## config.mk

```make
export PLATFORM = sky130hd
export DESIGN_NAME = sisc_ifetch_flat
export DESIGN_NICKNAME = d
export VERILOG_FILES = /design/src/rtl/sisc_ifetch_pkg.sv /design/src/rtl/sisc_ifetch_if.sv /design/src/rtl/sisc_ifetch_pc.sv /design/src/rtl/sisc_ifetch.sv /design/src/flat_wrapper.sv
export SDC_FILE = /design/constraint.sdc
export NUM_CORES = 1
export LEC_CHECK = 0
export BUFFER_PORTS_ARGS = -buffer_cell sky130_fd_sc_hd__buf_2
export CAP_MARGIN = 20
export CORE_ASPECT_RATIO = 1.2
export CORE_MARGIN = 1
export CORE_UTILIZATION = 48
export CTS_CLUSTER_SIZE = 12
export DETAILED_ROUTE_END_ITERATION = 7
export PLACE_DENSITY = 0.77
export SETUP_SLACK_MARGIN = 0.05
export SLEW_MARGIN = 10
export SYNTH_ARGS = -nofsm -noshare
export SYNTH_HDL_FRONTEND = slang
export SYNTH_SLANG_ARGS = --single-unit
```

## constraint.sdc

```tcl
create_clock -name clk_i -period 2.7 [get_ports clk_i]
set_input_delay 0.135 -clock clk_i [delete_from_list [all_inputs] [get_ports clk_i]]
set_output_delay 0.135 -clock clk_i [all_outputs]
set_load 0.1 [all_outputs]
```

## src/rtl/sisc_ifetch_pkg.sv

```systemverilog
// Shared constants and FSM encoding for the sisc instruction-fetch stage.
package sisc_ifetch_pkg;

    localparam int DEF_PC_W    = 16;
    localparam int DEF_INSTR_W = 32;

    localparam logic [3:0]             OP_HALT = 4'hF;
    localparam logic [DEF_INSTR_W-1:0] OP_NOP  = '0;

    typedef enum logic [1:0] {
        ST_IDLE = 2'd0,
        ST_REQ  = 2'd1,
        ST_DONE = 2'd2
    } fetch_state_e;

endpackage

```

## src/rtl/sisc_ifetch_if.sv

```systemverilog
// Instruction-memory read port: registered request/address out, data/valid back.
interface sisc_ifetch_if
    import sisc_ifetch_pkg::*;
#(
    parameter int PC_W    = DEF_PC_W,
    parameter int INSTR_W = DEF_INSTR_W
);
    logic               req;
    logic [PC_W-1:0]    addr;
    logic [INSTR_W-1:0] rdata;
    logic               valid;

    modport master (output req, addr, input rdata, valid);
    modport slave  (input req, addr, output rdata, valid);
endinterface

```

## src/rtl/sisc_ifetch_pc.sv

```systemverilog
// Program counter with sequential / relative / absolute next-PC selection.
module sisc_ifetch_pc
    import sisc_ifetch_pkg::*;
#(
    parameter int PC_W = DEF_PC_W
) (
    input  logic            clk_i,
    input  logic            rst_i,
    input  logic            pc_write_i,
    input  logic            pc_sel_i,
    input  logic            br_sel_i,
    input  logic [15:0]     imm_i,
    output logic [PC_W-1:0] pc_o
);
    logic [PC_W-1:0] pc_q, pc_d;
    logic [PC_W-1:0] pc_inc;
    logic [PC_W-1:0] imm_ext;

    // Immediate is treated as unsigned; mod-2^PC_W wrap makes 0xFFFF behave as -1.
    assign imm_ext = PC_W'(imm_i);
    assign pc_inc  = pc_q + PC_W'(1);

    always_comb begin
        pc_d = pc_q;
        if (pc_write_i) begin
            if (!pc_sel_i)
                pc_d = pc_inc;
            else if (br_sel_i)
                pc_d = imm_ext;
            else
                pc_d = pc_inc + imm_ext;
        end
    end

    always_ff @(posedge clk_i) begin
        if (rst_i)
            pc_q <= '0;
        else
            pc_q <= pc_d;
    end

    assign pc_o = pc_q;
endmodule

```

## src/rtl/sisc_ifetch.sv

```systemverilog
// Fetch stage: issues imem reads, captures IR, latches HALT, hosts the PC unit.
//   state   | meaning
//   ST_IDLE | waiting for FETCH (blocked while halted)
//   ST_REQ  | request outstanding, waiting for valid
//   ST_DONE | IR just loaded, FETCH_DONE high this cycle
module sisc_ifetch
    import sisc_ifetch_pkg::*;
#(
    parameter int PC_W    = DEF_PC_W,
    parameter int INSTR_W = DEF_INSTR_W
) (
    input  logic               clk_i,
    input  logic               rst_i,
    input  logic               fetch_i,
    input  logic               pc_write_i,
    input  logic               pc_sel_i,
    input  logic               br_sel_i,
    sisc_ifetch_if.master      imem,
    output logic [INSTR_W-1:0] ir_o,
    output logic [PC_W-1:0]    pc_o,
    output logic               fetch_done_o,
    output logic               halted_o
);
    fetch_state_e       state_q, state_d;
    logic               req_q, req_d;
    logic [PC_W-1:0]    addr_q, addr_d;
    logic [INSTR_W-1:0] ir_q, ir_d;
    logic               done_q, done_d;
    logic               halted_q, halted_d;
    logic [PC_W-1:0]    pc;

    // Branch immediate comes from the registered IR, so a same-edge load never feeds itself.
    sisc_ifetch_pc #(.PC_W(PC_W)) u_pc (
        .clk_i      (clk_i),
        .rst_i      (rst_i),
        .pc_write_i (pc_write_i),
        .pc_sel_i   (pc_sel_i),
        .br_sel_i   (br_sel_i),
        .imm_i      (ir_q[15:0]),
        .pc_o       (pc)
    );

    always_comb begin
        state_d  = state_q;
        req_d    = req_q;
        addr_d   = addr_q;
        ir_d     = ir_q;
        done_d   = 1'b0;
        halted_d = halted_q;
        case (state_q)
            ST_IDLE: begin
                if (fetch_i && !halted_q) begin
                    state_d = ST_REQ;
                    req_d   = 1'b1;
                    addr_d  = pc;
                end
            end
            ST_REQ: begin
                if (imem.valid) begin
                    state_d = ST_DONE;
                    req_d   = 1'b0;
                    ir_d    = imem.rdata;
                    done_d  = 1'b1;
                    if (imem.rdata[INSTR_W-1 -: 4] == OP_HALT)
                        halted_d = 1'b1;
                end
            end
            ST_DONE: state_d = ST_IDLE;
            default: state_d = ST_IDLE;
        endcase
    end

    always_ff @(posedge clk_i) begin
        if (rst_i) begin
            state_q  <= ST_IDLE;
            req_q    <= 1'b0;
            addr_q   <= '0;
            ir_q     <= INSTR_W'(OP_NOP);
            done_q   <= 1'b0;
            halted_q <= 1'b0;
        end else begin
            state_q  <= state_d;
            req_q    <= req_d;
            addr_q   <= addr_d;
            ir_q     <= ir_d;
            done_q   <= done_d;
            halted_q <= halted_d;
        end
    end

    assign imem.req     = req_q;
    assign imem.addr    = addr_q;
    assign ir_o         = ir_q;
    assign pc_o         = pc;
    assign fetch_done_o = done_q;
    assign halted_o     = halted_q;
endmodule

```

## src/flat_wrapper.sv

```systemverilog
// flat-port wrapper written by rule: the top's interface ports become plain ports
module sisc_ifetch_flat import sisc_ifetch_pkg::*;
#(
    parameter int PC_W    = DEF_PC_W,
    parameter int INSTR_W = DEF_INSTR_W
)
  (clk_i, rst_i, fetch_i, pc_write_i, pc_sel_i, br_sel_i, ir_o, pc_o, fetch_done_o, halted_o, imem_req, imem_addr, imem_rdata, imem_valid);
  sisc_ifetch_if #(.PC_W(PC_W), .INSTR_W(INSTR_W)) imem_i ();
  input  logic clk_i;
  input  logic rst_i;
  input  logic fetch_i;
  input  logic pc_write_i;
  input  logic pc_sel_i;
  input  logic br_sel_i;
  output logic [INSTR_W-1:0] ir_o;
  output logic [PC_W-1:0] pc_o;
  output logic fetch_done_o;
  output logic halted_o;
  output wire logic [$bits(imem_i.req)-1:0] imem_req;
  output wire logic [$bits(imem_i.addr)-1:0] imem_addr;
  input wire logic [$bits(imem_i.rdata)-1:0] imem_rdata;
  input wire logic [$bits(imem_i.valid)-1:0] imem_valid;
  assign imem_req = imem_i.req;
  assign imem_addr = imem_i.addr;
  assign imem_i.rdata = imem_rdata;
  assign imem_i.valid = imem_valid;
  sisc_ifetch #(.PC_W(PC_W), .INSTR_W(INSTR_W)) u_core (.clk_i(clk_i), .rst_i(rst_i), .fetch_i(fetch_i), .pc_write_i(pc_write_i), .pc_sel_i(pc_sel_i), .br_sel_i(br_sel_i), .imem(imem_i), .ir_o(ir_o), .pc_o(pc_o), .fetch_done_o(fetch_done_o), .halted_o(halted_o));
endmodule
```

==> flow_metrics.env, run 1 <==
export IMPL_drt_vias_per_instance=5.67
export IMPL_fin_crit_ns=2.71
export IMPL_timing_critical_path_cells="buf_6, ha_4, nand3_4, nor2_4, nand2_2, buf_4, buf_4, buf_4, buf_4, buf_4, buf_4, buf_4, buf_4, buf_4, buf_4, buf_4, a31oi_1, a31oi_1"
export IMPL_critical_path_source_type="flop"
export IMPL_status="finished with violations"
export IMPL_timing_final_max_slew_violations=0
export IMPL_regToRegSetupSlack_ns=-0.006
export IMPL_tritoncts="done"
export IMPL_final_setup_viol_count=1
export IMPL_number_of_register_bits_inferred_by_synthesis=69
export IMPL_r2r_start="u_core.u_pc.pc_o[1]$_SDFFE_PP0P_"
export IMPL_synth_edf_count=0
export IMPL_fmaxAchievable_mhz=370
export IMPL_critical_path_cell_count=18
export IMPL_cp_class="flop to flop"
export IMPL_globalRouteOverflowTotal=0
export IMPL_violations_in_the_final_reports="negative setup slack"
export IMPL_antenna_found_initial=0
export IMPL_syn_nets=565
export IMPL_yosys_warnings=0
export IMPL_tritoncts_num_buffers=9
export IMPL_floorplan_initialDensity_pct=49.7
export IMPL_critical_path_max_stage_delay_ns=0.36
export IMPL_grt_met1_usage_pct=32.3
export IMPL_rr_worst_depth=18
export IMPL_rows=35
export IMPL_firstDrtPassIters=7
export IMPL_synthesis_area_mm2=0.00383
export IMPL_seq_area_frac_synth_pct=36.0
export IMPL_total_track_usage_pct=25.7
export IMPL_gp_congestion=0.916
export IMPL_slowest_stage="sky130_fd_sc_hd__dfxtp_4"
export IMPL_first_global_vias=3779
export IMPL_critical_path_top_delay_family="buffers and inverters"
export IMPL_max_slew_headroom_pct=54.1
export IMPL_boundaryPins=106
export IMPL_grt_pass1_wl_mm=17.5
export IMPL_clk_latency_ns=0.34
export IMPL_detail_route_drc_violations=0
export IMPL_timing_critical_path_arrival_ns=2.90
export IMPL_worst_setup_path_startpoint="u_core.u_pc.pc_o[1]$_SDFFE_PP0P_"
export IMPL_tightestPinTransition_ns=0.689
export IMPL_final_period_utilization_pct=100
export IMPL_final_setup_skew_ns=0.00971
export IMPL_drive_above_1_share_pct=35.9
export IMPL_critPathMostFrequentCell="sky130_fd_sc_hd__buf_4"
export IMPL_use_met3_pct=4.11
export IMPL_synth_lib_cells_used_distinct=56
export IMPL_critPathRequiredTime_ns=2.89
export IMPL_timing_hold_worst_class="input pin to flop"
export IMPL_fin_total_pwr_w=0.00259
export IMPL_clock_sinks=69
export IMPL_cts_max_path_buffers=2
export IMPL_route_antenna_remaining_nets=0
export IMPL_cts_max_level=3
export IMPL_placement_io_buffers=105
export IMPL_via_count_of_the_routed_design=4201
export IMPL_n_antenna_cell=0
export IMPL_rsz0062_at_grt="yes"
export IMPL_grt_busiest_layer="met2"
export IMPL_place_inst=705
export IMPL_finalWirelength_mm=11.2
export IMPL_grt_max_degree=67
export IMPL_asyncSetResetFlopFracSynth_pct=0
export IMPL_fin_cells=741
export IMPL_power_static_leakage_nw=2.33
export IMPL_dieHeight_um=99.9
export IMPL_finalWorstSetupSlack_ns=-0.00608
export IMPL_clock_root_buffer="sky130_fd_sc_hd__clkbuf_8"
export IMPL_leading_post_synthesis_cells_by_cell_area="sky130_fd_sc_hd__dfxtp_1 (36%), sky130_fd_sc_hd__nand2_1 (13%), sky130_fd_sc_hd__a21oi_1 (9.4%)"
export IMPL_dp_hpwl_mm=7.41
export IMPL_die_span_in_x_um=83.6
export IMPL_drv_cap=0
export IMPL_worst_setup_path_end_kind="flop"
export IMPL_power_ir_vdd_worst_mv=0.443
export IMPL_grtUsageMet2_pct=44.4
export IMPL_area_of_the_die_mm2=0.00835
export IMPL_netlist_area_leader_share_pct=36.0
export IMPL_syn_instance_count=505
export IMPL_layout_area_overhead_vs_synth_pct=38.4
export IMPL_most_common_flop_cell_mapped_by_yosys="sky130_fd_sc_hd__dfxtp_1"
export IMPL_critPathBufInv=12
export IMPL_postSynthAreaPerCell_um2=7.59
export IMPL_netlist_top_cell_by_area="sky130_fd_sc_hd__dfxtp_1"
export IMPL_initialDrtViolationCount=313
export IMPL_final_nets=704
export IMPL_reg2reg_to="u_core.u_pc.pc_o[8]$_SDFFE_PP0P_"
export IMPL_timing_hold_violations_final=0
export IMPL_path_clk_slew_ns=0.08
export IMPL_design_core_area_mm2=0.00771
export IMPL_wl_per_cell_um=15.1
export IMPL_worst_setup_path_endpoint="u_core.u_pc.pc_o[8]$_SDFFE_PP0P_"
export IMPL_cp_max_fo=5
export IMPL_cellPowerDensity_mw_per_mm2=489
## cell families (layout without fill, tap and decap cells)
| group | count (synthesis) | in the layout | share of synthesized area, % |
|---|---|---|---|
| adders and majority gates | 21 | 21 | 7.05 |
| DFF | 69 | 69 | 36.0 |
| muxes | 6 | 6 | 1.57 |
| and+or+nand+nor | 203 | 203 | 23.2 |
| xor gates and xnor gates | 25 | 25 | 5.71 |
| buffers and inverters | 39 | 183 | 4.11 |
| AOI/OAI and AO/OA | 142 | 142 | 22.4 |
## per-stage QoR
stage	area [um^2]	worst slack, ns	utilization [%]	hold WS (ns)	TNS [ns]
after global placement	4700	-0.0692	61.0	0.375	-0.0763
after CTS	5080	0.0472	65.9	0.0117	0
final	5310	-0.00608	68.9	0.0244	-0.00608
after detailed placement	4700	-0.111	61.0	0.380	-0.200
after global routing	5310	-0.144	68.9	0.0222	-0.472
after floorplan	3950	-0.347	-	0.271	-0.698
## tightest hold or removal path: stages
cell	delay [ns]
sky130_fd_sc_hd__buf_2	0.09
sky130_fd_sc_hd__nand2_1	0.04
sky130_fd_sc_hd__a21oi_1	0.05
## worst min-delay path by stage
stage	startpoint	end	slack [ns]	cells after the start
2_1_floorplan	imem_rdata[0]	u_core.ir_o[0]$_SDFFE_PP0P_	0.27	2
3_3_place_gp	imem_rdata[21]	u_core.ir_o[21]$_SDFFE_PP0P_	0.38	3
3_5_place_dp	imem_rdata[25]	u_core.ir_o[25]$_SDFFE_PP0P_	0.38	3
4_1_cts	imem_rdata[25]	u_core.ir_o[25]$_SDFFE_PP0P_	0.01	3
5_1_grt	imem_rdata[2]	u_core.ir_o[2]$_SDFFE_PP0P_	0.02	3
6_report	imem_rdata[25]	u_core.ir_o[25]$_SDFFE_PP0P_	0.02	3
## placed cells by master (no fill, tap or decap), types with 5 or more instances in the layout
cell type                  count
sky130_fd_sc_hd__a21oi_1      65
sky130_fd_sc_hd__a21oi_2       7
sky130_fd_sc_hd__a31oi_1       6
sky130_fd_sc_hd__buf_2       105
sky130_fd_sc_hd__buf_4        52
sky130_fd_sc_hd__clkbuf_8      9
sky130_fd_sc_hd__dfxtp_1      57
sky130_fd_sc_hd__dfxtp_4      11
sky130_fd_sc_hd__ha_1         15
sky130_fd_sc_hd__inv_1         6
sky130_fd_sc_hd__mux2i_1       6
sky130_fd_sc_hd__nand2_1     124
sky130_fd_sc_hd__nand3_1      10
sky130_fd_sc_hd__nand4_1       5
sky130_fd_sc_hd__nor2_1       25
sky130_fd_sc_hd__o211ai_1     11
sky130_fd_sc_hd__o21a_1        6
sky130_fd_sc_hd__o21ai_0       7
sky130_fd_sc_hd__o21ai_1       7
sky130_fd_sc_hd__xnor2_1      10
sky130_fd_sc_hd__xor2_1        9
## synthesized netlist by cell type (11+ instances only)
cell type and instances:
sky130_fd_sc_hd__nand2_1 128, sky130_fd_sc_hd__a21oi_1 72, sky130_fd_sc_hd__dfxtp_1 69, sky130_fd_sc_hd__nor2_1 29
sky130_fd_sc_hd__clkbuf_1 22, sky130_fd_sc_hd__ha_1 20, sky130_fd_sc_hd__xnor2_1 14, sky130_fd_sc_hd__nand3_1 13
sky130_fd_sc_hd__o211ai_1 11, sky130_fd_sc_hd__o21ai_0 11, sky130_fd_sc_hd__xor2_1 11
## per-layer routing
metal  routed length, um  vias to the layer above
met5                   0                        -
met4                 265                        0
met3                 718                       29
met2                5350                      194
met1                4860                     1931
li1                    -                     2047
## what timing repair did
item                                    CTS  global route
hold buffers                              0             0
endpoints found under the setup margin    6            10
setup buffers                            16             4
gates resized for setup                  14            36
pin swaps                                17            29
## sequential cells by signal, indices dropped and copies added (netlist names)
name and cells:
u_core.state_q 2, u_core.ir_o 32, u_core.fetch_done_o 1, u_core.halted_o 1, u_core.u_pc.pc_o 16, u_core.imem.addr 16
u_core.imem.req 1
## layout make-up
| cell class | instances | area [um^2] |
|---|---|---|
| clock buffer | 9 | 124 |
| clock inverter | 7 | 80.1 |
| fill | 640 | 2400 |
| inverter | 6 | 22.5 |
| multi-input combinational | 397 | 2580 |
| sequential | 69 | 1420 |
| tap | 92 | 115 |
| timing repair buffer | 161 | 961 |
## power breakdown
part           switching [W]  leakage, nW  internal (W)
logic               0.000461         1.66      0.000166
clock network       0.000373        0.103      0.000506
registers          0.0000380        0.569       0.00105
total               0.000872         2.33       0.00172
Note: power is estimated with default switching activity, not from simulation.
==> inputs of run 2 (changes only) <==
MAX_ROUTING_LAYER = met4   (was unset)
==> flow_metrics.env, run 2 (synthesized netlist as in run 1, its figures left out) <==
export IMPL_timing_critical_path_cells="buf_6, ha_4, nand3_4, buf_6, nor2_4, xor2_1, ha_2, buf_6, a21oi_4, buf_4, o21ai_1, o31ai_2, xor2_1, o22ai_1"
export IMPL_grt_pass1_wl_mm=17.3
export IMPL_cts_max_path_buffers=2
export IMPL_rr_worst_depth=14
export IMPL_worst_setup_path_end_kind="flop"
export IMPL_critical_path_cell_count=14
export IMPL_grt_max_degree=67
export IMPL_route_antenna_remaining_nets=0
export IMPL_antenna_found_initial=0
export IMPL_setup_tns_ns=-0.0431
export IMPL_status="finished with violations"
export IMPL_drive_above_1_share_pct=35.0
export IMPL_fmaxAchievable_mhz=365
export IMPL_regToRegSetupSlack_ns=-0.04
export IMPL_globalRouteOverflowTotal=0
export IMPL_initialDrtViolationCount=353
export IMPL_path_clk_slew_ns=0.07
export IMPL_final_nets=697
export IMPL_critical_path_top_delay_family="compound AO/OA/AOI/OAI gates"
export IMPL_power_static_leakage_nw=2.29
export IMPL_critPathMostFrequentCell="sky130_fd_sc_hd__buf_6"
export IMPL_timing_critical_path_arrival_ns=2.94
export IMPL_floorplan_initialDensity_pct=49.7
export IMPL_finalWorstSetupSlack_ns=-0.0431
export IMPL_wl_per_cell_um=14.6
export IMPL_min_delay_start="imem_rdata[25]"
export IMPL_slowest_stage="sky130_fd_sc_hd__dfxtp_4"
export IMPL_tightestPinTransition_ns=0.708
export IMPL_area_of_the_die_mm2=0.00835
export IMPL_clock_root_buffer="sky130_fd_sc_hd__clkbuf_8"
export IMPL_tritoncts_num_buffers=9
export IMPL_timing_hold_violations_final=0
export IMPL_fin_crit_ns=2.74
export IMPL_final_setup_viol_count=1
export IMPL_boundaryPins=106
export IMPL_clk_latency_ns=0.34
export IMPL_commonest_non_fill_non_tap_cell_in_the_layout="sky130_fd_sc_hd__nand2_1"
export IMPL_design_core_area_mm2=0.00771
export IMPL_mostFrequentLayoutCells="sky130_fd_sc_hd__nand2_1 (122), sky130_fd_sc_hd__buf_2 (105), sky130_fd_sc_hd__a21oi_1 (68)"
export IMPL_min_delay_worst_endpoint="u_core.ir_o[25]$_SDFFE_PP0P_"
export IMPL_critical_path_max_stage_delay_ns=0.37
export IMPL_final_setup_skew_ns=0.00786
export IMPL_critPathRequiredTime_ns=2.90
export IMPL_detailed_place_area_mm2=0.00470
export IMPL_timing_final_max_slew_violations=0
export IMPL_cts_max_level=3
export IMPL_cp_max_fo=4
export IMPL_drv_cap=0
export IMPL_tritoncts="done"
export IMPL_rsz0062_at_grt="yes"
export IMPL_rows=35
export IMPL_reg2reg_to="u_core.u_pc.pc_o[13]$_SDFFE_PP0P_"
export IMPL_timing_hold_worst_class="input pin to flop"
export IMPL_dieHeight_um=99.9
export IMPL_final_period_utilization_pct=102
export IMPL_placement_io_buffers=105
export IMPL_max_slew_headroom_pct=52.8
export IMPL_largest_register_ff_count=32
export IMPL_total_track_usage_pct=26.2
export IMPL_cell_area_after_layout_mm2=0.00521
export IMPL_worst_setup_path_startpoint="u_core.u_pc.pc_o[1]$_SDFFE_PP0P_"
export IMPL_r2r_start="u_core.u_pc.pc_o[1]$_SDFFE_PP0P_"
export IMPL_critPathBufInv=4
export IMPL_layout_area_overhead_vs_synth_pct=35.9
export IMPL_n_antenna_cell=0
export IMPL_finalWirelength_mm=10.7
export IMPL_clock_sinks=69
export IMPL_violations_in_the_final_reports="negative setup slack"
export IMPL_die_span_in_x_um=83.6
export IMPL_via_count_of_the_routed_design=4122
export IMPL_gp_congestion=0.917
export IMPL_critical_path_source_type="flop"
export IMPL_first_global_vias=3790
export IMPL_detail_route_drc_violations=0
export IMPL_cellPowerDensity_mw_per_mm2=500
export IMPL_worst_hold_path_num_cells=3
export IMPL_drt_vias_per_instance=5.62
export IMPL_firstDrtPassIters=4
export IMPL_dp_hpwl_mm=7.47
export IMPL_cp_class="flop to flop"
export IMPL_power_ir_vdd_worst_mv=0.492
-- run 2: changes by cell type in the layout (fill, tap and decap cells not counted), moves of 2 or more --
cell / previous run / this run
sky130_fd_sc_hd__xnor2_4: 2 / 0
sky130_fd_sc_hd__buf_4: 52 / 43
sky130_fd_sc_hd__buf_6: 4 / 6
sky130_fd_sc_hd__nor3_4: 2 / 0
sky130_fd_sc_hd__a21oi_1: 65 / 68
sky130_fd_sc_hd__o21ai_2: 2 / 4
sky130_fd_sc_hd__nand2_1: 124 / 122
sky130_fd_sc_hd__clkinv_1: 4 / 2
sky130_fd_sc_hd__a21oi_2: 7 / 3
sky130_fd_sc_hd__nor3_2: 2 / 4
-- run 2: report_power, final --
| group | switching, W | internal [W] | total (W) |
|---|---|---|---|
| Sequential | 0.0000375 | 0.00105 | 0.00109 |
| Combinational | 0.000460 | 0.000170 | 0.000630 |
| Clock | 0.000377 | 0.000511 | 0.000888 |
-- run 2: metal layers --
layer	share of wire [%]	vias up	GRT usage [%]
li1	-	2019	-
met1	44	1938	31.9
met2	48	143	42.3
met3	5.7	22	4.69
met4	2.0	0	11.9
met5	0	-	-
-- run 2: worst max-delay path by stage --
stage                                        end  slack [ns]
2_1_floorplan  u_core.u_pc.pc_o[14]$_SDFFE_PP0P_       -0.35
3_3_place_gp   u_core.u_pc.pc_o[14]$_SDFFE_PP0P_       -0.06
3_5_place_dp   u_core.u_pc.pc_o[14]$_SDFFE_PP0P_       -0.14
4_1_cts        u_core.u_pc.pc_o[14]$_SDFFE_PP0P_        0.04
5_1_grt        u_core.u_pc.pc_o[13]$_SDFFE_PP0P_       -0.22
6_report       u_core.u_pc.pc_o[13]$_SDFFE_PP0P_       -0.04
-- run 2: worst register-to-register path: cells and delay by family (launching register included) --
| family | cells | cell delay, ns |
|---|---|---|
| flops | 1 | 0.37 |
| simple gates | 2 | 0.19 |
| compound gates | 4 | 0.66 |
| xor+xnor | 2 | 0.40 |
| fa+ha+maj | 2 | 0.47 |
| buf+inv | 4 | 0.52 |
-- run 2: per-stage QoR --
stage                     utilization (%)  total power (W)  std cells  setup slack [ns]  hold WS, ns
after floorplan                         -          0.00157        505            -0.347        0.271
after global placement               61.0          0.00170        705           -0.0628        0.375
after detailed placement             61.0          0.00171        705            -0.138        0.381
after CTS                            65.5          0.00260        729            0.0367      0.00786
after global routing                 67.6          0.00271        734            -0.215       0.0158
final                                67.6          0.00260        734           -0.0431       0.0247
-- run 2: cell type report --
type                       count  area [um^2]
multi-input combinational    397         2530
fill                         643         2500
sequential                    69         1420
timing repair buffer         154          916
clock buffer                  10          128
tap                           92          115
clock inverter                 6         77.6
inverter                       6         22.5
-- run 2: repair_timing --
item	in CTS	in global routing
setup endpoints to repair	7	11
setup buffers	8	5
hold buffers	0	0
pin swaps	25	30
resized for setup	19	29
